### config.mk
export PLATFORM = sky130hd
export DESIGN_NAME = draw_sequencer
export DESIGN_NICKNAME = d
export VERILOG_FILES = /design/src/rtl/draw_sequencer.sv
export SDC_FILE = /design/constraint.sdc
export NUM_CORES = 1
export LEC_CHECK = 0
export ABC_CLOCK_PERIOD_IN_PS = 3800
export BUFFER_PORTS_ARGS = -buffer_cell sky130_fd_sc_hd__buf_2
export CORE_MARGIN = 5
export CORE_UTILIZATION = 51
export CTS_BUF_LIST = sky130_fd_sc_hd__clkbuf_2 sky130_fd_sc_hd__clkbuf_4 sky130_fd_sc_hd__clkbuf_8
export CTS_CLUSTER_DIAMETER = 150
export CTS_CLUSTER_SIZE = 12
export DETAILED_ROUTE_END_ITERATION = 10
export PLACE_DENSITY = 0.71
export SYNTH_ARGS = -nofsm -noshare
export SYNTH_HDL_FRONTEND = slang
export SYNTH_SLANG_ARGS = --single-unit
### constraint.sdc
create_clock -name clk -period 3.8 [get_ports clk]
set_input_delay 0.19 -clock clk [delete_from_list [all_inputs] [get_ports clk]]
set_output_delay 0.19 -clock clk [all_outputs]
set_load 0.02 [all_outputs]
### src/rtl/draw_sequencer.sv
// Draw request sequencer: queues shape requests in a FIFO and steps the draw
// stage through N(img) pixel indices per request, issuing one VGA plot per pixel.
module draw_sequencer #(
    parameter int DEPTH = 4
) (
    input  logic       clk,
    input  logic       reset,
    input  logic       req_valid,
    output logic       req_ready,
    input  logic [4:0] req_img,
    input  logic [6:0] req_x,
    input  logic [6:0] req_y,
    input  logic [2:0] req_colour,
    output logic       draw_en,
    output logic [6:0] draw_img,
    output logic [6:0] draw_sx,
    output logic [6:0] draw_sy,
    output logic [3:0] draw_counter,
    output logic       plot,
    output logic [2:0] colour,
    output logic       busy,
    output logic       done
);

    localparam int AW = (DEPTH > 1) ? $clog2(DEPTH) : 1;
    localparam int CW = AW + 1;
    localparam int EW = 5 + 7 + 7 + 3;
    localparam logic [CW-1:0] FULL_COUNT = CW'(DEPTH);

    typedef enum logic [1:0] {IDLE, LOAD, RUN, DRAIN} state_t;

    state_t         state;
    state_t         state_next;

    logic [EW-1:0]  mem [DEPTH];
    logic [AW-1:0]  wr_ptr;
    logic [AW-1:0]  rd_ptr;
    logic [CW-1:0]  count;
    logic [CW-1:0]  count_next;
    logic           push;
    logic           pop;

    logic [4:0]     img_r;
    logic [6:0]     x_r;
    logic [6:0]     y_r;
    logic [2:0]     col_r;
    logic [3:0]     n_cur;

    logic           draw_en_next;
    logic [3:0]     counter_next;
    logic           done_next;

    // Pixels emitted per shape code; unknown codes draw nothing.
    function automatic logic [3:0] pixel_count(input logic [4:0] img);
        logic [3:0] n;
        case (img)
            5'd1:    n = 4'd9;
            5'd2:    n = 4'd5;
            5'd3:    n = 4'd9;
            5'd4:    n = 4'd14;
            5'd5:    n = 4'd11;
            5'd6:    n = 4'd12;
            5'd7:    n = 4'd13;
            5'd8:    n = 4'd8;
            5'd9:    n = 4'd11;
            5'd10:   n = 4'd13;
            default: n = 4'd0;
        endcase
        return n;
    endfunction

    // req_ready is registered as !full, so a pop in a full cycle cannot admit a push.
    assign push  = req_valid && req_ready;
    assign n_cur = pixel_count(img_r);

    assign draw_img = {2'b00, img_r};
    assign draw_sx  = x_r;
    assign draw_sy  = y_r;
    assign colour   = col_r;

    // FIFO occupancy after this cycle's push/pop.
    always_comb begin
        count_next = count;
        case ({push, pop})
            2'b10:   count_next = count + CW'(1);
            2'b01:   count_next = count - CW'(1);
            default: count_next = count;
        endcase
    end

    // Next state and next values of the registered draw-stage outputs.
    always_comb begin
        state_next   = state;
        draw_en_next = draw_en;
        counter_next = draw_counter;
        done_next    = 1'b0;
        pop          = 1'b0;
        case (state)
            IDLE: begin
                draw_en_next = 1'b0;
                if (count != '0) begin
                    pop        = 1'b1;
                    state_next = LOAD;
                end
            end
            LOAD: begin
                if (n_cur == 4'd0) begin
                    done_next  = 1'b1;
                    state_next = IDLE;
                end else begin
                    draw_en_next = 1'b1;
                    counter_next = 4'd0;
                    state_next   = RUN;
                end
            end
            RUN: begin
                if (draw_counter == n_cur - 4'd1) begin
                    // done rises with the final plot, which lands in DRAIN.
                    draw_en_next = 1'b0;
                    done_next    = 1'b1;
                    state_next   = DRAIN;
                end else begin
                    counter_next = draw_counter + 4'd1;
                end
            end
            DRAIN: begin
                state_next = IDLE;
            end
            default: begin
                state_next   = IDLE;
                draw_en_next = 1'b0;
            end
        endcase
    end

    // FIFO storage; stale contents are harmless because pointers are reset.
    always_ff @(posedge clk) begin
        if (push) begin
            mem[wr_ptr] <= {req_img, req_x, req_y, req_colour};
        end
    end

    // FIFO pointers, occupancy and the registered ready flag.
    always_ff @(posedge clk) begin
        if (reset) begin
            wr_ptr    <= '0;
            rd_ptr    <= '0;
            count     <= '0;
            req_ready <= 1'b1;
        end else begin
            if (push) wr_ptr <= wr_ptr + AW'(1);
            if (pop)  rd_ptr <= rd_ptr + AW'(1);
            count     <= count_next;
            req_ready <= (count_next != FULL_COUNT);
        end
    end

    // Working registers hold the active request from LOAD through DRAIN.
    always_ff @(posedge clk) begin
        if (reset) begin
            img_r <= '0;
            x_r   <= '0;
            y_r   <= '0;
            col_r <= '0;
        end else if (pop) begin
            {img_r, x_r, y_r, col_r} <= mem[rd_ptr];
        end
    end

    // State register and registered draw/VGA outputs.
    always_ff @(posedge clk) begin
        if (reset) begin
            state        <= IDLE;
            draw_en      <= 1'b0;
            draw_counter <= '0;
            plot         <= 1'b0;
            done         <= 1'b0;
            busy         <= 1'b0;
        end else begin
            state        <= state_next;
            draw_en      <= draw_en_next;
            draw_counter <= counter_next;
            plot         <= draw_en;
            done         <= done_next;
            busy         <= (state_next != IDLE) || (count_next != '0);
        end
    end

endmodule

==> summary.txt, run 1 <==
Worst setup path
  – Slowest CP cell: dfxtp_1
  – Largest fanout on the critical path: 11
  – Worst path required time: 4.14 ns
  – Kind of critical path: flop to flop
  – CP max stage delay: 0.49 ns
  – Worst-path cell chain: inv_1 > ha_1 > nand2b_1 > a31o_1 > inv_1 > ha_1 > xnor2_1 > xnor2_1 > a2111oi_2 > buf_4 > or4_1 > a31oi_1
  – CP Launch Type: flop
  – WP data arrival: 3.18 ns
  – Critical path endpoint category: flop

Run status
  – Outcome: finished clean

Logic synthesis
  – Register area share after synthesis: 0.657
  – Post-synthesis register bit count: 128
  – Syn. warnings: 0
  – Post-synth EDFFs: 88
  – Post-synth top area share: 0.504
  – Mean Syn Cell Area: 14.2 um^2
  – Area leader, netlist: edfxtp_1
  – Async S/R FF share, synth: 0
  – Synth Flop Type: edfxtp_1
  – Post-synth cell types: 49
  – Cells after Synth: 368
  – Post-synth top cells: edfxtp_1 (88), nand2_1 (54), dfxtp_1 (40), a21oi_1 (28), mux4_2 (22)
  – Most frequent cell after synthesis: edfxtp_1
  – Synth top area cells: edfxtp_1 (50%), dfxtp_1 (15%), mux4_2 (9.5%), ha_1 (4.1%), nand2_1 (3.9%)
  – Netlist Area Pre-Place: 0.00524 mm^2

Detailed routing
  – Antenna viol nets, final: 0
  – Via Count: 3208
  – Final WL: 10.1 mm
  – Drt pass-1 iters: 4
  – WL/cell: 16.7 um
  – DRC: 0
  – Vias/cell: 5.33
  – Iteration-0 DRC Markers: 203

Place
  – Dpl hpwl: 6.16 mm
  – DP Area: 0.00566 mm^2
  – Gpl congestion: 0.772
  – Worst slack, placed: 0.982 ns
  – Port Buffers: 55

Worst hold path
  – Worst min-delay path class: input port to flop

Final layout
  – # diodes: 0
  – Layout area overhead: 18.8%
  – Finished Cell Area: 0.00623 mm^2
  – Share of cells above drive strength 1: 0.260
  – Fin util: 0.612
  – Nets: 496

Power
  – Sw power: 0.00170 W
  – Worst vdd ir: 404 uV
  – Pint: 0.00291 W
  – Pwr/cell area: 741 mW/mm^2
  – Switching Fraction: 0.369
  – Seq pwr share: 0.426
  – Leak: 2.28 nW
  – Clock power frac: 0.220
  – Comb pwr share: 0.354

STA
  – Tmin final: 2.85 ns
  – Worst clock skew: 0.0124 ns
  – Unrepaired setup endpoints after global routing: no
  – Worst setup margin: 0.955 ns
  – Worst hold slack: 0.0881 ns
  – Fmax: 351 MHz
  – Final setup violation count: 0
  – Crit share post-route: 0.749
  – Fin Setup TNS: 0 ns
  – Worst-Margin Slew: 0.857 ns
  – Slew Viols, Final: 0
  – Rel. slew slack: 0.429
  – Final hold vios: 0

CTS
  – PostCTS Resize Cnt: 0
  – H-tree levels: 4
  – Clock Sinks: 128
  – Clk_lat worst skew: 0.42 ns
  – Post-CTS Setup Inserts: 0
  – CTS Buf Count: 17
  – Clk slew on worst S/H paths: 0.07 ns
  – Clk root buf: clkbuf_8
  – # hold bufs at CTS: 22
  – CTS tree: done
  – CTS Buffer Depth: 2

Die
  – Die area: 0.0124 mm^2
  – # IOs: 58
  – Initial Util: 0.515
  – Die Wd: 111 um
  – Area of the core: 0.0102 mm^2
  – Rows: 37
  – DIE HEIGHT: 111 um

Global routing
  – Gr usage total: 0.170
  – GRT Residual Overflow: 0
  – Largest net degree at the start of global routing: 42
  – First-pass GRT wire length: 16.8 mm
  – Antenna violations before repair: 0
  – Vias in the first global route: 3344

Flow run
  – Max cap viols: 0
[final timing paths]
kind | start | to | slack, ns | cells after the start
setup / recovery | img_r[0] | draw_counter[3] | 0.95 | 12
hold / removal | req_valid | wr_ptr[1] | 0.09 | 3
setup reg to reg | img_r[0] | draw_counter[3] | 0.95 | 12
hold reg to reg | draw_sy[4] | draw_sy[4] | 0.46 | 2
[registers in the layout (all words and copies together), names as in the netlist, 2 cells and up]
signal / flops
colour: 3
count: 3
draw_counter: 4
draw_sx: 7
draw_sy: 7
img_r: 5
mem: 88
rd_ptr: 2
state: 2
wr_ptr: 2
[kinds of logic after synthesis]
group / share of synthesized area
other: 0.000715
XOR/XNOR: 0.0167
AND/OR/NAND/NOR: 0.0914
AO/OA/AOI/OAI: 0.0652
flip-flops: 0.657
adder cells (fa/ha/maj): 0.0444
multiplexers: 0.0945
buffers and inverters: 0.0301
[layout by cell type (no fill, tap or decap), drive strengths merged, types with 3 or more instances in the layout]
cell         synthesis  final
buf                  7     63
nor2                14     14
a21oi               28     28
nand3                4      4
o21ai                4      4
and3                 5      5
dfxtp               40     40
xor2                 4      4
edfxtp              88     88
clkbuf              13     20
a22oi                3      3
nand2               54     54
ha                  17     17
mux4                22     22
xnor2                6      6
nand2b               3      3
clkinv               1      9
dlygate4sd3          0     22
inv                 16     19
[stage by stage]
step,power [W],std cells
2_1_floorplan,0.00317,369
3_3_place_gp,0.00356,548
3_5_place_dp,0.00363,548
4_1_cts,0.00466,602
5_1_grt,0.00494,602
6_report,0.00462,602
[layout make-up]
class                   count  area [um^2]
fillers                   813         3960
clock inverters            12         87.6
inverters                  17         63.8
flip-flops and latches    128         3440
well taps                 136          170
multi-input cells         204         1640
repair buffers             85          556
clock buffers              20          263
[power by group through the flow]
stage / Combinational [W] / Clock [W] / Sequential [W]
3_3_place_gp: 0.00158 / 0 / 0.00198
5_1_grt: 0.00181 / 0.00111 / 0.00201
2_1_floorplan: 0.00112 / 0 / 0.00205
4_1_cts: 0.00165 / 0.00104 / 0.00197
6_report: 0.00163 / 0.00102 / 0.00197
3_5_place_dp: 0.00163 / 0 / 0.00200
[routing by layer]
metal / routed length [um] / vias to the layer above / global-route usage
met5: 0 / - / 0
met4: 88 / 0 / 0.0560
met3: 444 / 10 / 0.0457
met2: 5060 / 80 / 0.280
met1: 4470 / 1589 / 0.222
li1: - / 1529 / -
[critical path, delay by kind of cell, from the launching register on]
family,cells,cell delay (ns)
simple gates,2,0.58
fa+ha+maj,2,0.50
flops,1,0.49
compound gates,3,0.43
xor+xnor,2,0.40
buf+inv,3,0.37
Note: power is estimated with default switching activity, not from simulation.
==> run 2, diff against run 1 <==
- ABC_AREA: default -> 1
- ABC_CLOCK_PERIOD_IN_PS: 3800 -> 2900
- clock period: 3.8 -> 2.9 ns (I/O delays scaled with it)
==> summary.txt, run 2 <==
Logic synthesis
  – Syn. warnings: 0 (unchanged)
  – Post-synth cell types: 31 (-37%)
  – Area leader, netlist: edfxtp_1
  – Post-synth EDFFs: 88 (unchanged)
  – Mean Syn Cell Area: 10.7 um^2 (-25%)
  – Post-synth top cells: nor2_1 (106), edfxtp_1 (88), o21ai_0 (61), dfxtp_1 (40), inv_1 (35)
  – Post-synthesis register bit count: 128 (unchanged)
  – Synth top area cells: edfxtp_1 (49%), dfxtp_1 (15%), nor2_1 (7.4%), o21ai_0 (5.7%), ha_1 (3.9%)
  – Post-synth top area share: 0.491 (-0.0135)
  – Synth Flop Type: edfxtp_1
  – Register area share after synthesis: 0.639 (-0.0176)
  – Netlist Area Pre-Place: 0.00539 mm^2 (+2.7%)
  – Async S/R FF share, synth: 0 (unchanged)
  – Cells after Synth: 501 (+36%)
  – Most frequent cell after synthesis: nor2_1

Global routing
  – Antenna violations before repair: 0 (unchanged)
  – GRT Residual Overflow: 0 (unchanged)
  – Largest net degree at the start of global routing: 46 (+9.5%)
  – Vias in the first global route: 3703 (+11%)
  – First-pass GRT wire length: 18.1 mm (+7.8%)
  – Gr usage total: 0.181 (+0.0107)

Final layout
  – Largest reg by FF count: mem
  – Largest register FFs: 88 (unchanged)
  – Layout area overhead: 20.2%
  – # diodes: 0 (unchanged)
  – Nets: 626 (+26%)
  – Fillers: 794 (-2.3%)
  – Share of cells above drive strength 1: 0.216 (-0.0432)
  – Commonest non-fill, non-tap cell in the layout: nor2_1
  – Reg area: 0.00344 mm^2 (about the same)
  – Most frequent cells in the layout: nor2_1 (102), edfxtp_1 (88), o21ai_0 (61)
  – Footprint of the multi-input gates: 0.00169 mm^2 (+3.0%)

Worst hold path
  – Worst min-delay path class: input port to flop

STA
  – Unrepaired setup endpoints after global routing: no
  – Final setup violation count: 0 (unchanged)
  – Slew Viols, Final: 0 (unchanged)
  – Rel. slew slack: 0.367 (-0.0619)
  – Final hold vios: 0 (unchanged)
  – Worst clock skew: 0.00850 ns (-0.00392 ns)
  – Worst-Margin Slew: 0.948 ns (+0.0918 ns)
  – Fmax: 414 MHz (+18%)
  – Fin Setup TNS: 0 ns (unchanged)
  – Tmin final: 2.41 ns (-0.430 ns)
  – Crit share post-route: 0.833 (+0.0841)

Run status
  – Outcome: finished clean

Detailed routing
  – Antenna viol nets, final: 0 (unchanged)
  – Via Count: 3782 (+18%)
  – Iteration-0 DRC Markers: 232 (+14%)
  – WL/cell: 15.0 um (-10%)
  – Final WL: 11.0 mm (+9.3%)
  – Drt pass-1 iters: 4 (unchanged)
  – Vias/cell: 5.17 (-3.0%)
  – DRC: 0 (unchanged)

Power
  – Pwr/cell area: 975 mW/mm^2 (+32%)
  – Worst vdd ir: 586 uV (+45%)
  – PnR Total Power: 0.00631 W (+37%)
  – Leak: 2.56 nW (+12%)

CTS
  – Clk root buf: clkbuf_8
  – Clock Sinks: 128 (unchanged)
  – CTS Buf Count: 17 (unchanged)
  – Clk_lat worst skew: 0.43 ns (about the same)
  – H-tree levels: 4 (unchanged)
  – Clk slew on worst S/H paths: 0.07 ns (about the same)
  – PostCTS Resize Cnt: 0 (unchanged)
  – CTS tree: done
  – CTS Buffer Depth: 2 (unchanged)

Die
  – DIE HEIGHT: 113 um (+1.2%)
  – Area of the core: 0.0103 mm^2 (+1.4%)
  – Die area: 0.0127 mm^2 (+2.5%)
  – Rows: 37 (unchanged)
  – # IOs: 58 (unchanged)
  – Initial Util: 0.522 (+0.00701)
  – Die Wd: 113 um (+1.2%)

Place
  – Gpl congestion: 0.807 (+4.6%)
  – Dpl hpwl: 6.54 mm (+6.2%)
  – Port Buffers: 55 (unchanged)

Worst setup path
  – Worst path required time: 3.27 ns (-0.87 ns)
  – Critical path endpoint category: flop
  – WP data arrival: 2.78 ns (-0.40 ns)
  – Largest fanout on the critical path: 7 (-4)
  – Kind of critical path: flop to flop
  – CP Launch Type: flop

Flow run
  – Max cap viols: 0 (unchanged)
[run 2: cell count changes after synthesis, moves of 11 or more]
cell     before  now
inv_1        16   35
o21ai_0       3   61
nor2_1       14  106
a31oi_1       2   22
o21ai_1       1   16
nand2_1      54   32
nand2_2       0   11
a21oi_1      28    5
mux4_2       22    0
[run 2: per-layer routing]
metal / part of all wire / wire length [um] / track usage
met5: 0 / 0 / 0
met2: 0.50 / 5530 / 0.309
met4: 0.020 / 221 / 0.0753
met1: 0.43 / 4690 / 0.220
met3: 0.051 / 566 / 0.0455
[run 2: stage by stage]
step	area [um^2]	hold slack (ns)	util	worst slack, ns	std cells
after floorplan	5390	0.244	-	0.518	502
after global placement	5800	0.355	0.562	0.626	677
after detailed placement	5800	0.363	0.562	0.502	677
final	6470	0.258	0.627	0.485	732
after global routing	6470	0.313	0.627	0.233	732
after CTS	6470	0.250	0.627	0.481	732
[run 2: cell type report]
cell class              count  share of cell area
clock buffers              17              0.0361
clock inverters            15              0.0325
inverters                  40              0.0253
multi-input cells         311               0.262
flip-flops and latches    128               0.532
well taps                 136              0.0263
repair buffers             85              0.0862
[run 2: logic make-up (layout without fill, tap and decap cells)]
kind of cell,after synthesis,in the layout,share of synthesized area
xor gates and xnor gates,6,6,0.00976
adders and majority gates,18,18,0.0432
and+or+nand+nor,177,177,0.150
DFF,128,128,0.639
other,1,2,0.000696
buffers and inverters,63,157,0.0488
AOI/OAI and AO/OA,108,108,0.108
[run 2: worst max-delay path, cell delays in order, from the launching register on]
cell and delay, ns:
dfxtp_1 0.44, inv_1 0.12, ha_1 0.31, nand2_2 0.05
nand2_2 0.08, nand3_2 0.11, ha_1 0.25, xor2_1 0.19
nand3_1 0.12, nand2_2 0.08, nand2_2 0.06, nor2_4 0.12
nand3_4 0.12, nand3_4 0.09, nand2_1 0.08, a21oi_2 0.13
[run 2: timing repair]
item                                   in CTS  in global routing
endpoints found under the hold margin      89                  0
hold buffers                               23                  0
buffers inserted                            0                  0
[run 2: power by group]
| part | switching, W | total (W) | internal, W |
|---|---|---|---|
| clock | 0.000727 | 0.00168 | 0.000949 |
| sequential | 0.000159 | 0.00243 | 0.00227 |
| combinational | 0.00148 | 0.00221 | 0.000731 |
[run 2: worst paths after layout]
check	to	slack, ns	start	cells after the start
max	draw_counter[2]	0.49	img_r[0]	15
min	wr_ptr[0]	0.26	req_valid	3
max reg2reg	draw_counter[2]	0.49	img_r[0]	15
min reg2reg	plot	0.45	draw_en	2
